--- config.mk ---
export PLATFORM = sky130hd
export DESIGN_NAME = fifo_ctrl_flat
export DESIGN_NICKNAME = d
export VERILOG_FILES = /design/src/rtl/fifo_ctrl_if.sv /design/src/rtl/fifo_ctrl.sv /design/src/flat_wrapper.sv
export SDC_FILE = /design/constraint.sdc
export NUM_CORES = 1
export LEC_CHECK = 0
export BUFFER_PORTS_ARGS = -buffer_cell sky130_fd_sc_hd__buf_2
export CORE_ASPECT_RATIO = 1.2
export CORE_UTILIZATION = 47
export CTS_CLUSTER_SIZE = 40
export DETAILED_ROUTE_END_ITERATION = 16
export GPL_TIMING_DRIVEN = 0
export HOLD_SLACK_MARGIN = 0.08
export PLACE_DENSITY_LB_ADDON = 0.08
export SLEW_MARGIN = 20
export SYNTH_ARGS = -nofsm -noshare
export SYNTH_HDL_FRONTEND = slang
export SYNTH_SLANG_ARGS = --single-unit
--- constraint.sdc ---
create_clock -name clk -period 2.8 [get_ports clk]
set_input_delay 0.56 -clock clk [delete_from_list [all_inputs] [get_ports clk]]
set_output_delay 0.56 -clock clk [all_outputs]
set_load 0.02 [all_outputs]
--- src/rtl/fifo_ctrl_if.sv ---
`default_nettype none
// ============================================================================
//  Module      : fifo_ctrl_if
//  Description : Bundle between the FIFO controller and its environment
//                (producer/consumer requests, datapath status inputs,
//                datapath strobes and status outputs).
//  Revision    : 1.0 - initial release
// ============================================================================
interface fifo_ctrl_if #(
    parameter int PTR_WIDTH = 10
);
    // Requests and datapath status flowing into the controller
    logic                 wr_req;
    logic                 rd_req;
    logic                 clr_err;
    logic                 count_eq_0;
    logic                 count_gt_512;

    // Datapath strobes and status flowing out of the controller
    logic                 write_mem;
    logic                 inc_wr;
    logic                 inc_rd;
    logic                 inc_count;
    logic                 dec_count;
    logic                 rd_valid;
    logic                 primed;
    logic                 full;
    logic [PTR_WIDTH:0]   level;
    logic                 ovf_err;
    logic                 udf_err;
    logic                 sync_err;

    // Environment side: producer, consumer and datapath
    modport master (
        output wr_req, rd_req, clr_err, count_eq_0, count_gt_512,
        input  write_mem, inc_wr, inc_rd, inc_count, dec_count,
        input  rd_valid, primed, full, level, ovf_err, udf_err, sync_err
    );

    // Controller side
    modport slave (
        input  wr_req, rd_req, clr_err, count_eq_0, count_gt_512,
        output write_mem, inc_wr, inc_rd, inc_count, dec_count,
        output rd_valid, primed, full, level, ovf_err, udf_err, sync_err
    );
endinterface
`default_nettype wire

--- src/rtl/fifo_ctrl.sv ---
`default_nettype none
// ============================================================================
//  Module      : fifo_ctrl
//  Description : Control FSM sequencing the 1024x16 sample buffer datapath
//                between the I2S producer and the audio consumer. Blocks
//                reads until more than half full, tracks occupancy, and
//                reports overflow / underrun / counter-desync errors.
//  Revision    : 1.0 - initial release
// ============================================================================
module fifo_ctrl #(
    parameter int DEPTH     = 1024,
    parameter int PTR_WIDTH = 10
) (
    input  wire logic   clk,
    input  wire logic   rst,
    fifo_ctrl_if.slave  bus
);

    localparam logic [0:0]         S_PRIME   = 1'b0;
    localparam logic [0:0]         S_RUN     = 1'b1;
    localparam logic [PTR_WIDTH:0] C_DEPTH   = (PTR_WIDTH+1)'(DEPTH);
    localparam logic [PTR_WIDTH:0] C_OCC_ONE = (PTR_WIDTH+1)'(1);

    logic [0:0]         r_state;
    logic [0:0]         w_next_state;
    logic [PTR_WIDTH:0] r_occ;
    logic               r_rd_valid;
    logic               r_ovf_err;
    logic               r_udf_err;
    logic               r_sync_err;

    logic               w_full;
    logic               w_run;
    logic               w_push_ok;
    logic               w_pop_ok;
    logic               w_ovf_set;
    logic               w_udf_set;
    logic               w_sync_set;

    logic               w_write_mem;
    logic               w_inc_wr;
    logic               w_inc_rd;
    logic               w_inc_count;
    logic               w_dec_count;

    // Acceptance decisions: full is the pre-pop value, so a push at full is
    // dropped even when a pop happens in the same cycle.
    assign w_full     = (r_occ == C_DEPTH);
    assign w_run      = (r_state == S_RUN);
    assign w_push_ok  = bus.wr_req & ~w_full;
    assign w_pop_ok   = bus.rd_req & w_run & ~bus.count_eq_0;

    // Error set conditions
    assign w_ovf_set  = bus.wr_req & w_full;
    assign w_udf_set  = bus.rd_req & w_run & bus.count_eq_0;
    assign w_sync_set = bus.count_eq_0 ^ (r_occ == '0);

    // State register
    always_ff @(posedge clk or posedge rst) begin
        if (rst) begin
            r_state <= S_PRIME;
        end else begin
            r_state <= w_next_state;
        end
    end

    // Next-state: prime until over half full, fall back on a pop at empty
    always_comb begin
        w_next_state = r_state;
        case (r_state)
            S_PRIME: begin
                if (bus.count_gt_512) begin
                    w_next_state = S_RUN;
                end
            end
            S_RUN: begin
                if (bus.rd_req && bus.count_eq_0) begin
                    w_next_state = S_PRIME;
                end
            end
            default: w_next_state = S_PRIME;
        endcase
    end

    // Datapath strobes for the accepted push/pop of this cycle
    always_comb begin
        w_write_mem = w_push_ok;
        w_inc_wr    = w_push_ok;
        w_inc_rd    = w_pop_ok;
        w_inc_count = w_push_ok & ~w_pop_ok;
        w_dec_count = w_pop_ok & ~w_push_ok;
    end

    // Occupancy tracking, read-valid pipeline and sticky error flags
    always_ff @(posedge clk or posedge rst) begin
        if (rst) begin
            r_occ      <= '0;
            r_rd_valid <= 1'b0;
            r_ovf_err  <= 1'b0;
            r_udf_err  <= 1'b0;
            r_sync_err <= 1'b0;
        end else begin
            case ({w_push_ok, w_pop_ok})
                2'b10:   r_occ <= r_occ + C_OCC_ONE;
                2'b01:   r_occ <= r_occ - C_OCC_ONE;
                default: r_occ <= r_occ;
            endcase
            r_rd_valid <= w_pop_ok;
            // Set wins over a simultaneous clear
            r_ovf_err  <= w_ovf_set  | (r_ovf_err  & ~bus.clr_err);
            r_udf_err  <= w_udf_set  | (r_udf_err  & ~bus.clr_err);
            r_sync_err <= w_sync_set | (r_sync_err & ~bus.clr_err);
        end
    end

    assign bus.write_mem = w_write_mem;
    assign bus.inc_wr    = w_inc_wr;
    assign bus.inc_rd    = w_inc_rd;
    assign bus.inc_count = w_inc_count;
    assign bus.dec_count = w_dec_count;
    assign bus.rd_valid  = r_rd_valid;
    assign bus.primed    = w_run;
    assign bus.full      = w_full;
    assign bus.level     = r_occ;
    assign bus.ovf_err   = r_ovf_err;
    assign bus.udf_err   = r_udf_err;
    assign bus.sync_err  = r_sync_err;

endmodule
`default_nettype wire

--- src/flat_wrapper.sv ---
// flat-port wrapper written by rule: the top's interface ports become plain ports
module fifo_ctrl_flat 
#(
    parameter int DEPTH     = 1024,
    parameter int PTR_WIDTH = 10
)
  (clk, rst, bus_wr_req, bus_rd_req, bus_clr_err, bus_count_eq_0, bus_count_gt_512, bus_write_mem, bus_inc_wr, bus_inc_rd, bus_inc_count, bus_dec_count, bus_rd_valid, bus_primed, bus_full, bus_level, bus_ovf_err, bus_udf_err, bus_sync_err);
  fifo_ctrl_if #(.PTR_WIDTH(PTR_WIDTH)) bus_i ();
  input  wire logic clk;
  input  wire logic rst;
  input wire logic [$bits(bus_i.wr_req)-1:0] bus_wr_req;
  input wire logic [$bits(bus_i.rd_req)-1:0] bus_rd_req;
  input wire logic [$bits(bus_i.clr_err)-1:0] bus_clr_err;
  input wire logic [$bits(bus_i.count_eq_0)-1:0] bus_count_eq_0;
  input wire logic [$bits(bus_i.count_gt_512)-1:0] bus_count_gt_512;
  output wire logic [$bits(bus_i.write_mem)-1:0] bus_write_mem;
  output wire logic [$bits(bus_i.inc_wr)-1:0] bus_inc_wr;
  output wire logic [$bits(bus_i.inc_rd)-1:0] bus_inc_rd;
  output wire logic [$bits(bus_i.inc_count)-1:0] bus_inc_count;
  output wire logic [$bits(bus_i.dec_count)-1:0] bus_dec_count;
  output wire logic [$bits(bus_i.rd_valid)-1:0] bus_rd_valid;
  output wire logic [$bits(bus_i.primed)-1:0] bus_primed;
  output wire logic [$bits(bus_i.full)-1:0] bus_full;
  output wire logic [$bits(bus_i.level)-1:0] bus_level;
  output wire logic [$bits(bus_i.ovf_err)-1:0] bus_ovf_err;
  output wire logic [$bits(bus_i.udf_err)-1:0] bus_udf_err;
  output wire logic [$bits(bus_i.sync_err)-1:0] bus_sync_err;
  assign bus_i.wr_req = bus_wr_req;
  assign bus_i.rd_req = bus_rd_req;
  assign bus_i.clr_err = bus_clr_err;
  assign bus_i.count_eq_0 = bus_count_eq_0;
  assign bus_i.count_gt_512 = bus_count_gt_512;
  assign bus_write_mem = bus_i.write_mem;
  assign bus_inc_wr = bus_i.inc_wr;
  assign bus_inc_rd = bus_i.inc_rd;
  assign bus_inc_count = bus_i.inc_count;
  assign bus_dec_count = bus_i.dec_count;
  assign bus_rd_valid = bus_i.rd_valid;
  assign bus_primed = bus_i.primed;
  assign bus_full = bus_i.full;
  assign bus_level = bus_i.level;
  assign bus_ovf_err = bus_i.ovf_err;
  assign bus_udf_err = bus_i.udf_err;
  assign bus_sync_err = bus_i.sync_err;
  fifo_ctrl #(.DEPTH(DEPTH), .PTR_WIDTH(PTR_WIDTH)) u_core (.clk(clk), .rst(rst), .bus(bus_i));
endmodule
==> results_dict.tcl <==
set metrics [dict create \
    synthSimpleGateAreaFrac_pct 15.38 \
    gp_congestion 0.8167 \
    route.met2.wl_um 1727 \
    cp.arrival_ps 3060 \
    hold_buffers 0 \
    synth_top_family_by_area "compound AO/OA/AOI/OAI gates" \
    fmax_ghz 0.3477 \
    row_count 19 \
    synth_enable_flop_cells 0 \
    finalClockSkew_ps 3.524 \
    maxSlewHeadroom_pct 57.29 \
    drv_cap 0 \
    synthMuxAreaShare_pct 2.212 \
    drc 0 \
    fin_ws_ps -75.91 \
    cp_slowest_cell "dfrtp_1" \
    synth-xor-area-share_pct 4.646 \
    die_w_um 46.78 \
    period_share_pct 102.7 \
    crit_path_start_kind "flip-flop" \
    overflow 0 \
    clk_pin_slew_ps 100 \
    hold_path_class "primary input to async pin" \
    syn_inst 127 \
    period_needed_ps 2876 \
    async_flop_share_pct 100.0 \
    slowest_delay_ps 420 \
    top_layer_used "met4" \
    root_buffer "clkbuf_4" \
    cp-end-kind "flip-flop" \
    layout.area.seq_um2 407.9 \
    multi_input_area_um2 782.0 \
    insertedDiodeCount 0 \
    cp_common_cell "buf_4" \
    grt_pass1_vias 1113 \
    drt-initial-drc-count 39 \
    hold_viol 0 \
    grt_max_degree 17 \
    ys_ff_latch 16 \
    n_fill_cell 169 \
    drive_above_1_share_pct 50.00 \
    first_pass_iters 4 \
    antenna_found_initial 0 \
    crit_chain "nor4_2, nand3_1, inv_2, buf_4, buf_4, buf_4, buf_4, buf_4, buf_4, buf_4, buf_4, buf_4, buf_4, buf_4, buf_4, buf_4, buf_4, buf_4, a32o_1" \
    antenna_left 0 \
    critPathKind "flip-flop to flip-flop" \
    syn_avg_cell_area_um2 8.906 \
    cts_tree "yes" \
    grt_pass1_wl_um 5043 \
    failed_checks "negative setup slack" \
    status "finished, violations left" \
    route.vias.total 1192 \
    setup_viol 2 \
    p_leak_nw 0.9020 \
    wl_met3_um 93 \
    stdcell_area_um2 1735 \
    die_height_um 55.74 \
    area.growth.synth_to_final_pct 53.43 \
    nets 214 \
    peakVddDrop_mv 0.5927 \
    synth_compound_area_share_pct 23.12 \
    synth-seq-area-share_pct 35.40 \
    start_util_pct 49.56 \
    cts_sinks 16 \
    grt.total_usage_pct 26.62 \
    synth_warnings 0 \
    worst_slew_pin_slew_ps 640.0 \
    ys.flop_type "dfrtp_1" \
    avgRoutedWirePerCell_um 14.64 \
    route.layer.met1.wl_um 1428 \
    critical_path_buf_inv_count 16 \
    numCtsBuffers 3 \
    syn_area_um2 1131 \
    crit_fanout 4 \
    power_mw 1.424 \
    cts_max_level 1 \
    clk_latency_ps 290 \
    synth_adder_area_share_pct 13.94 \
    synthesis.nets 146 \
    dp_hpwl_um 1922 \
    powerDensity_nw_per_um2 820.7 \
    rsz0062_at_grt "yes" \
    vias_per_cell 5.298 \
    clockBufferDepth 2 \
    drv_slew 0 \
    ios 29 \
    worstPathRequired_ps 2990 \
    ys_types 36 \
    dieArea_um2 2608 \
    pre_cts_ws_ps -225.7 \
    place_area_um2 1360 \
    port_buffers 28 \
    core_um2 2282 \
    cp_top_family "buffers and inverters" \
    wirelength_um 3293 \
]
per-layer routing:
| layer | up-vias | GRT usage [%] |
|---|---|---|
| met5 | - | 0 |
| met1 | 564 | 32.85 |
| met4 | 0 | 8.163 |
| met2 | 26 | 45.24 |
| li1 | 596 | - |
| met3 | 6 | 4.545 |
where the power goes:
| part | switching (mW) | total, mW | internal [mW] | leakage, nW |
|---|---|---|---|---|
| Sequential | 0.0951 | 0.413 | 0.318 | 0.187 |
| Clock | 0.0791 | 0.158 | 0.0792 | 0.0210 |
| Combinational | 0.455 | 0.853 | 0.398 | 0.694 |
placed cells by master (no fill, tap or decap), types with 3 or more instances in the layout:
cell type  instances
nor3_1             3
a21o_1             5
buf_4             36
o21ai_0            7
dfrtp_2            6
ha_1               8
buf_2             28
nand2_1            9
dfrtp_1           10
o21a_1             4
nor2_1            11
xor2_1             5
ha_4               3
inv_2              3
a21oi_1            4
a21oi_2            3
o21ai_1            3
inv_1              9
clkbuf_4           3
state kept, by name, summed over array words and instances (netlist names):
name and flops:
u_core.bus.level 11, u_core.bus.ovf_err 1, u_core.bus.primed 1, u_core.bus.rd_valid 1, u_core.bus.sync_err 1, u_core.bus.udf_err 1
synth_stat cells, types with 2 or more instances:
cell type | number | area [µm²]
a21oi_1 | 7 | 35.03
clkbuf_1 | 2 | 7.510
nor4_1 | 3 | 18.77
a211oi_1 | 2 | 15.01
dfrtp_1 | 16 | 400.4
nand3_1 | 2 | 10.01
ha_1 | 11 | 137.6
nand4_1 | 2 | 12.51
o31a_1 | 2 | 17.52
nand2_1 | 11 | 41.29
xor2_1 | 5 | 43.79
a21o_1 | 5 | 37.54
nor2_1 | 11 | 41.29
o21a_1 | 4 | 30.03
inv_1 | 12 | 45.04
o21ai_0 | 10 | 50.05
nor3_1 | 3 | 15.01
cell families (layout without fill, tap and decap cells):
family,count (synthesis),count (layout)
compound gates,39,39
xor+xnor,6,6
fa+ha+maj,12,12
buf+inv,15,82
flops,16,16
mux,2,2
simple gates,37,37
layout make-up:
type | count | share of cell area (%)
clock buffers | 4 | 2.091
multi-input cells | 96 | 45.06
repair buffers | 64 | 23.86
well taps | 31 | 2.235
flip-flops and latches | 16 | 23.50
plain buffers | 2 | 0.6489
inverters | 12 | 2.596
timing repair:
action / CTS / global route
setup endpoints to repair: 5 / 8
buffers inserted: 25 / 11
pin swaps: 8 / 11
hold endpoints to repair: 0 / 0
resized for setup: 8 / 9
metrics by stage:
step / util (%) / std cells / setup TNS (ps) / hold slack [ps]
2_1_floorplan: - / 127 / -19.22 / 473.3
3_3_place_gp: 59.59 / 186 / -417.3 / 459.0
3_5_place_dp: 59.59 / 186 / -368.0 / 475.8
4_1_cts: 71.27 / 214 / 0 / 359.6
5_1_grt: 76.04 / 225 / -692.8 / 373.4
6_report: 76.04 / 225 / -143.0 / 334.0
path summary, 6_finish.rpt:
check,from,to,slack (ps),cells after the start
max in group asynchronous,rst,u_core.bus.level[1]$_DFFE_PP0P_,2020,2
min in group clk,bus_clr_err,u_core.bus.udf_err$_DFF_PP0_,490,2
worst min register to register,u_core.bus.sync_err$_DFF_PP0_,u_core.bus.sync_err$_DFF_PP0_,500,1
worst min-delay path,rst,u_core.bus.level[7]$_DFFE_PP0P_,330,2
worst max register to register,u_core.bus.level[7]$_DFFE_PP0P_,u_core.bus.ovf_err$_DFF_PP0_,-80,19
worst max-delay path,u_core.bus.level[7]$_DFFE_PP0P_,u_core.bus.ovf_err$_DFF_PP0_,-80,19
(Power assumes the default switching activity.)
